`src/rtl/uart_rx2_if.sv`:
```
// uart_rx2_if: serial line input and received-byte outputs of the uart_rx2 receiver.
// master = line driver / byte consumer side, slave = the receiver itself.
interface uart_rx2_if;
  logic       RX_DATA;
  logic       RX_DV;
  logic [7:0] RX_BYTE;
  logic       FRAME_ERR;
  logic       PARITY_ERR;
  logic       BUSY;

  modport master (
    output RX_DATA,
    input  RX_DV,
    input  RX_BYTE,
    input  FRAME_ERR,
    input  PARITY_ERR,
    input  BUSY
  );

  modport slave (
    input  RX_DATA,
    output RX_DV,
    output RX_BYTE,
    output FRAME_ERR,
    output PARITY_ERR,
    output BUSY
  );
endinterface

```
`src/rtl/uart_rx2.sv`:
```
// uart_rx2: 8N1 UART receiver, LSB first, idle-high line, mid-bit sampling.
// Define UART_RX_PARITY_EN to add an even-parity bit between data and stop (8E1).
module uart_rx2 #(
  parameter int F_CLK     = 12_000_000,
  parameter int UART_BAUD = 9600
) (
  input  logic      CLK,
  input  logic      RST_N,
  uart_rx2_if.slave bus
);

  // CLKS_PER_BIT must be at least 4 for the half-bit alignment to make sense.
  localparam int          CLKS_PER_BIT = F_CLK / UART_BAUD;
  localparam int          HALF_BIT     = (CLKS_PER_BIT - 1) / 2;
  localparam logic [31:0] BIT_LAST     = 32'(CLKS_PER_BIT - 1);
  localparam logic [31:0] HALF_LAST    = 32'(HALF_BIT);

`ifdef UART_RX_PARITY_EN
  typedef enum logic [2:0] {IDLE, START, DATA, PARITY, STOP, CLEANUP} state_t;
`else
  typedef enum logic [2:0] {IDLE, START, DATA, STOP, CLEANUP} state_t;
`endif

  state_t      state;
  state_t      state_nxt;
  logic        sync1;
  logic        rx_s;
  logic [31:0] cnt;
  logic [31:0] cnt_nxt;
  logic [2:0]  idx;
  logic [2:0]  idx_nxt;
  logic [7:0]  shift;
  logic [7:0]  rx_byte;
  logic        rx_dv;
  logic        frame_err;
  logic        sample_data;
  logic        stop_decide;
  logic        parity_bad;
  logic        byte_ok;

  // Two-flop synchronizer; resets to the idle (high) line level.
  always_ff @(posedge CLK or negedge RST_N) begin
    if (!RST_N) begin
      sync1 <= 1'b1;
      rx_s  <= 1'b1;
    end else begin
      sync1 <= bus.RX_DATA;
      rx_s  <= sync1;
    end
  end

  always_ff @(posedge CLK or negedge RST_N) begin
    if (!RST_N) begin
      state <= IDLE;
    end else begin
      state <= state_nxt;
    end
  end

`ifdef UART_RX_PARITY_EN
  logic sample_par;
`endif

  always_comb begin
    state_nxt   = state;
    cnt_nxt     = cnt;
    idx_nxt     = idx;
    sample_data = 1'b0;
    stop_decide = 1'b0;
`ifdef UART_RX_PARITY_EN
    sample_par  = 1'b0;
`endif
    unique case (state)
      IDLE: begin
        cnt_nxt = '0;
        if (!rx_s) begin
          state_nxt = START;
        end
      end
      // A start bit still low at its mid-point is real; otherwise it was a glitch.
      START: begin
        if (cnt == HALF_LAST) begin
          cnt_nxt = '0;
          if (!rx_s) begin
            state_nxt = DATA;
            idx_nxt   = '0;
          end else begin
            state_nxt = IDLE;
          end
        end else begin
          cnt_nxt = cnt + 32'd1;
        end
      end
      DATA: begin
        if (cnt == BIT_LAST) begin
          cnt_nxt     = '0;
          sample_data = 1'b1;
          if (idx == 3'd7) begin
            idx_nxt = '0;
`ifdef UART_RX_PARITY_EN
            state_nxt = PARITY;
`else
            state_nxt = STOP;
`endif
          end else begin
            idx_nxt = idx + 3'd1;
          end
        end else begin
          cnt_nxt = cnt + 32'd1;
        end
      end
`ifdef UART_RX_PARITY_EN
      PARITY: begin
        if (cnt == BIT_LAST) begin
          cnt_nxt    = '0;
          sample_par = 1'b1;
          state_nxt  = STOP;
        end else begin
          cnt_nxt = cnt + 32'd1;
        end
      end
`endif
      STOP: begin
        if (cnt == BIT_LAST) begin
          cnt_nxt     = '0;
          stop_decide = 1'b1;
          state_nxt   = CLEANUP;
        end else begin
          cnt_nxt = cnt + 32'd1;
        end
      end
      // Holds through a break or stuck-low line so no repeated frames are produced.
      CLEANUP: begin
        cnt_nxt = '0;
        if (rx_s) begin
          state_nxt = IDLE;
        end
      end
      default: begin
        state_nxt = IDLE;
        cnt_nxt   = '0;
        idx_nxt   = '0;
      end
    endcase
  end

`ifdef UART_RX_PARITY_EN
  logic par_bit;
  logic parity_err;

  assign parity_bad = (^shift) ^ par_bit;

  always_ff @(posedge CLK or negedge RST_N) begin
    if (!RST_N) begin
      par_bit    <= 1'b0;
      parity_err <= 1'b0;
    end else begin
      if (sample_par) begin
        par_bit <= rx_s;
      end
      parity_err <= stop_decide & parity_bad;
    end
  end

  assign bus.PARITY_ERR = parity_err;
`else
  assign parity_bad     = 1'b0;
  assign bus.PARITY_ERR = 1'b0;
`endif

  assign byte_ok = stop_decide & rx_s & ~parity_bad;

  // Strobes are registered so they appear the cycle after the stop-bit decision.
  always_ff @(posedge CLK or negedge RST_N) begin
    if (!RST_N) begin
      cnt       <= '0;
      idx       <= '0;
      shift     <= '0;
      rx_byte   <= '0;
      rx_dv     <= 1'b0;
      frame_err <= 1'b0;
    end else begin
      cnt <= cnt_nxt;
      idx <= idx_nxt;
      if (sample_data) begin
        shift[idx] <= rx_s;
      end
      rx_dv     <= byte_ok;
      frame_err <= stop_decide & ~rx_s;
      if (byte_ok) begin
        rx_byte <= shift;
      end
    end
  end

  assign bus.RX_DV     = rx_dv;
  assign bus.RX_BYTE   = rx_byte;
  assign bus.FRAME_ERR = frame_err;
  assign bus.BUSY      = (state != IDLE);

endmodule

```
`src/flat_wrapper.sv`:
```
// flat-port wrapper written by rule: the top's interface ports become plain ports
module uart_rx2_flat 
#(
  parameter int F_CLK     = 12_000_000,
  parameter int UART_BAUD = 9600
)
  (CLK, RST_N, bus_RX_DATA, bus_RX_DV, bus_RX_BYTE, bus_FRAME_ERR, bus_PARITY_ERR, bus_BUSY);
  uart_rx2_if bus_i ();
  input  logic CLK;
  input  logic RST_N;
  input wire logic [$bits(bus_i.RX_DATA)-1:0] bus_RX_DATA;
  output wire logic [$bits(bus_i.RX_DV)-1:0] bus_RX_DV;
  output wire logic [$bits(bus_i.RX_BYTE)-1:0] bus_RX_BYTE;
  output wire logic [$bits(bus_i.FRAME_ERR)-1:0] bus_FRAME_ERR;
  output wire logic [$bits(bus_i.PARITY_ERR)-1:0] bus_PARITY_ERR;
  output wire logic [$bits(bus_i.BUSY)-1:0] bus_BUSY;
  assign bus_i.RX_DATA = bus_RX_DATA;
  assign bus_RX_DV = bus_i.RX_DV;
  assign bus_RX_BYTE = bus_i.RX_BYTE;
  assign bus_FRAME_ERR = bus_i.FRAME_ERR;
  assign bus_PARITY_ERR = bus_i.PARITY_ERR;
  assign bus_BUSY = bus_i.BUSY;
  uart_rx2 #(.F_CLK(F_CLK), .UART_BAUD(UART_BAUD)) u_core (.CLK(CLK), .RST_N(RST_N), .bus(bus_i));
endmodule
```
`config.mk`:
```
export PLATFORM = sky130hd
export DESIGN_NAME = uart_rx2_flat
export DESIGN_NICKNAME = d
export VERILOG_FILES = /design/src/rtl/uart_rx2_if.sv /design/src/rtl/uart_rx2.sv /design/src/flat_wrapper.sv
export SDC_FILE = /design/constraint.sdc
export NUM_CORES = 1
export LEC_CHECK = 0
export CORE_MARGIN = 3
export CORE_UTILIZATION = 40
export CTS_CLUSTER_SIZE = 10
export DETAILED_ROUTE_END_ITERATION = 16
export GPL_TIMING_DRIVEN = 0
export PLACE_DENSITY = 0.59
export SYNTH_ARGS = -nofsm -noshare
export SYNTH_HDL_FRONTEND = slang
export SYNTH_SLANG_ARGS = --single-unit
```
`constraint.sdc`:
```
create_clock -name CLK -period 2.67 [get_ports CLK]
set_input_delay 0.4005 -clock CLK [delete_from_list [all_inputs] [get_ports CLK]]
set_output_delay 0.4005 -clock CLK [all_outputs]
set_load 0.05 [all_outputs]
```
# Word-level counts from Yosys, hierarchy flattened
# Index checks and enable logic that the tools add are counted.
# W data, S select, Z words.
[word_totals]
regBits = 58
out_inout_bits = 12
[op_classes]
addsub = 2
order_cmp = 2
n_eq_ne = 14
n_mux = 22
n_bitwise = 4
reduce_logical = 7
[op_table]
columns = ["operator", "n"]
rows = [
  ["$mux W32", 2],
  ["$pmux W32 S2", 1],
  ["$add A32 B1 Y32 const B", 1],
  ["$eq A32 B10 Y1 const B", 1],
  ["$eq A32 B11 Y1 const B", 1],
  ["$mux W3", 10],
  ["$pmux W3 S5", 1],
  ["$ne A2 B1 Y1 const B", 5],
  ["$pmux W3 S3", 1],
  ["$bwmux W8", 1],
  ["$eq A3 B2 Y1 const B", 2],
  ["$eq A3 B3 Y1 const B", 2],
  ["$reduce_and A6 Y1", 1],
  ["$lt A3 B4 Y1 const B", 1],
  ["$mux W1", 4],
  ["$ne A2 B2 Y1 const B", 2],
  ["$reduce_and A4 Y1", 1],
  ["$add A3 B1 Y3 const B", 1],
  ["$demux W1 S3", 1],
  ["$eq A3 B1 Y1 const B", 1],
  ["$ge A3 B1 Y1 const B", 1],
  ["$logic_not A3 Y1", 1],
  ["$reduce_bool A3 Y1", 1],
  ["$reduce_or A3 Y1", 1],
  ["5 further kinds", 7],
]

# Logic depth before layout (Yosys ltp)
[logic_depth]
ltp_word = 5
mapped_depth = 8
ltp_nobuf = 7

# Least setup slack after synthesis
# Ideal clock, no wire load.
[synth_timing]
kind = "flip-flop to flip-flop"
from = "register u_core.cnt[11]"
to = "register u_core.shift[4]"
setup_ps = 128
arrival_time_ps = 1887
required_ps = 2542
slack_ps = 655
path_stages_with_launch = 6
path_buffers = 0
synth_period_minus_slack_ps = 2015
cell_sequence = "dfrtp_1 nor4_4 nand4_2 nor4_4 and4bb_1 mux2_1"
[synth_via]
elab_chain_len = 3
[synth_rtl]
columns = ["item", "line_no", "text"]
rows = [
  ["start: declaration", "uart_rx2.sv:28", "logic [31:0] cnt;"],
  ["start signal: assignment", "uart_rx2.sv:183", "cnt <= cnt_nxt;"],
  ["$eq A32 B11 Y1", "uart_rx2.sv:95", "if (cnt == BIT_LAST) begin"],
  ["$mux W1", "uart_rx2.sv:95", ""],
  ["$mux W1", "uart_rx2.sv:73", "unique case (state)"],
  ["end signal: indexed assignment", "uart_rx2.sv:186", "shift[idx] <= rx_s;"],
  ["end: declaration", "uart_rx2.sv:32", "logic [7:0] shift;"],
]
# Every way passes these cells.
# A chain may end at the register's enable or synchronous reset.

# Worst setup path after layout
[layout_timing]
from = "register u_core.state[0]"
to = "output bus_BUSY"
[layout_via]
elab_chain_len = 1
[layout_rtl]
columns = ["item", "line_no", "text"]
rows = [
  ["start: declaration", "uart_rx2.sv:24", "state_t state;"],
  ["start signal: assignment", "uart_rx2.sv:56", "state <= state_nxt;"],
  ["$reduce_bool A3 Y1", "uart_rx2.sv:199", "assign bus.BUSY = (state != IDLE);"],
  ["end: declaration", "flat_wrapper.sv:16", "output wire logic [$bits(bus_i.BUSY)-1:0] bus_BUSY;"],
]
# Every way passes these cells.

==> impl_metrics.yaml <==
worst_setup_path:
  cp_cell_sequence: "clkbuf_1 > or3_1 > clkdlybuf4s50_1"
  path_buf_inv: 2
  worstSetupPathType: "register to primary output"
  r2r_slack_ps: 330
  critical_path.max_stage_delay_ps: 790
  slowest_stage: "clkdlybuf4s50_1"
  cp-start-kind: "register"
  arrival_ps: 2030
  worst_setup_path_end_kind: "primary output"
  required_ps: 2270
  crit_fanout: 10
  critical-path-top-delay-family: "buffers and inverters"
placed_design:
  hpwlAfterDp_um: 3900
  dpl.cell_count: 382
  dpl_worst_slack_ps: 350
  gp_congestion: 0.764
  placed_cell_area_um2: 3210
  place.port_buffers: 13
yosys:
  synth_top_area_share_pct: 47.6
  synthAdderAreaFrac_pct: 2.13
  synthesis.area_um2: 2940
  synth-compound-area-share_pct: 3.83
  synth_ff_type: "dfrtp_1"
  seq_area_frac_synth_pct: 49.4
  synth_xor_area_share_pct: 8.04
  synth_edf_count: 0
  synth.distinct_cells: 47
  yosys.area_share.simple_pct: 27.5
  yosysWarnings: 0
  synth_area_leaders: "dfrtp_1, mux2_1, xor2_1"
  avgSynthCellArea_um2: 10.8
  synthMuxAreaShare_pct: 6.47
  synth_nets: 280
  syn_inst: 272
  synth_seq_cells: 58
  synth-async-reset-ratio_pct: 100
  synth_top_family_by_area: "simple AND/OR/NAND/NOR gates"
  yosysTopAreaCell: "dfrtp_1"
route:
  drtIter0Drc: 125
  ant_nets: 0
  drc_errors: 0
  wl_per_cell_um: 13.7
  wl_um: 5460
  dr.pass1.iters: 4
  via_per_inst: 5.19
  num_vias: 2066
floorplan:
  start_util_pct: 42.4
  rows: 30
  boundaryPins: 15
  design.core.area_um2: 6940
  die_w_um: 91.8
  dieArea_um2: 8420
  fp.dieH_um: 91.8
cells_and_area:
  final_common_cell: "dfrtp_1"
  mostFrequentLayoutCells: "dfrtp_1, nor2_1, nand3_1, xor2_1, mux2_1"
  nets: 305
  n_fill_cell: 636
  diodes: 0
  multi_input_comb_area_um2: 1420
  area_growth_pct: 16.0
  fin_area_um2: 3410
  fin_cells: 398
  drive_above_1_share_pct: 12.9
  seqCellArea_um2: 1450
cts:
  root_buffer: "clkbuf_8"
  cts_setup_buffers: 0
  numCtsBuffers: 9
  cts_resized: 0
  clk_pin_slew_ps: 70
  clock_path_buffers: 2
  cts_tree: "yes"
  clk_latency_ps: 340
  ctsHoldBuffers: 0
  cts.sink_count: 58
  htree_levels: 3
run_status:
  status: "finished, final reports clean"
timing:
  period_share_pct: 91.0
  rsz0062_at_grt: "false"
  layout_setup_ws_ps: 239
  tightest_slew_ps: 785
  final-max-slew-violation-count: 0
  setup_viol: 0
  maxSlewHeadroom_pct: 47.2
  period_needed_ps: 2430
  finalHoldViolCount: 0
  timing.fmax_mhz: 411
  skew_ps: 4.97
pwr:
  combinationalPowerShare_pct: 1.8
  clkPwrFrac_pct: 47.2
  netSwitchingFraction_pct: 22.4
  power.density_nw_per_um2: 507
  internal-power_uw: 1340
  power_switching_uw: 387
  ir_drop_mv: 0.382
  seqPwrFrac_pct: 51.0
  total_power_uw: 1730
  leakage_uw: 0.00155
run:
  maxCapViolCount: 0
global_route:
  antenna_found_initial: 0
  grt_overflow: 0
  grt_max_degree: 31
  grt_pass1_vias: 2046
  gr-usage-all-layers_pct: 15.2
  grt_pass1_wl_um: 10200
min_path:
  hp-class: "input pin to async pin"
-- power groups by stage --
stage | clock [uW] | sequential [uW] | combinational, uW
global route | 890 | 882 | 35.9
detailed placement | 0 | 899 | 32.8
floorplan | 0 | 899 | 7.45
finish | 817 | 882 | 31.0
global placement | 0 | 899 | 29.8
CTS | 846 | 882 | 32.9
-- layout make-up --
type                       instances  area share, %
buffer                             9           1.36
clock buffer                      10           4.04
clock inverter                     6           1.94
inverter                           7          0.770
multi-input combinational        198           41.5
sequential                        58           42.6
tap                               96           3.52
timing repair buffer              14           4.26
-- final timing paths --
| path | cells after the start | from | to |
|---|---|---|---|
| max | 3 | u_core.state[0]$_DFFE_PN0P_ | bus_BUSY |
| min | 1 | RST_N | u_core.bus.RX_BYTE[6]$_DFFE_PN0P_ |
| max reg2reg | 5 | u_core.cnt[17]$_DFF_PN0_ | u_core.shift[4]$_DFFE_PN0P_ |
| min reg2reg | 0 | u_core.sync1$_DFF_PN1_ | u_core.rx_s$_DFF_PN1_ |
| max in group asynchronous | 2 | RST_N | u_core.rx_s$_DFF_PN1_ |
| min in group CLK | 0 | u_core.sync1$_DFF_PN1_ | u_core.rx_s$_DFF_PN1_ |
-- per-layer routing --
metal / track usage, % / share of wire (%) / up-vias
met5: 0 / 0 / -
met4: 4.33 / 0.77 / 0
met3: 6.15 / 4.5 / 5
met2: 22.3 / 45 / 37
met1: 20.9 / 49 / 1007
li1: - / - / 1017
-- metrics by stage --
stage | setup TNS (ps) | util [%] | hold WS (ps)
final | 0 | 49.1 | 96.1
after global routing | 0 | 49.1 | 123
after floorplan | 0 | - | 105
after global placement | -40690 | 46.0 | 349
after CTS | 0 | 49.1 | 103
after detailed placement | 0 | 46.2 | 347
-- state kept, by name (all words and copies together), names as in the netlist --
name / count
u_core.cnt: 32
u_core.state: 3
u_core.bus.RX_BYTE: 8
u_core.sync1: 1
u_core.rx_s: 1
u_core.idx: 3
u_core.bus.RX_DV: 1
u_core.bus.FRAME_ERR: 1
u_core.shift: 8
-- synth_stat cells (all sizes together), types with 3 or more instances --
cell type	n
nand4	14
and3	6
and4bb	3
buf	7
nor2b	3
ha	5
o21ai	3
a21oi	3
mux2	16
nand2	13
nor4	13
inv	7
xor2	19
nand4b	3
xnor2	8
dfrtp	56
nand3	20
nor2	39
or3	4
nor3	7
-- cells by family after synthesis --
logic type	count (synthesis)
xor gates and xnor gates	27
adders and majority gates	5
and+or+nand+nor	133
muxes	17
other	1
AOI/OAI and AO/OA	15
buffers and inverters	16
DFF	58
Note: power is estimated with default switching activity, not from simulation.
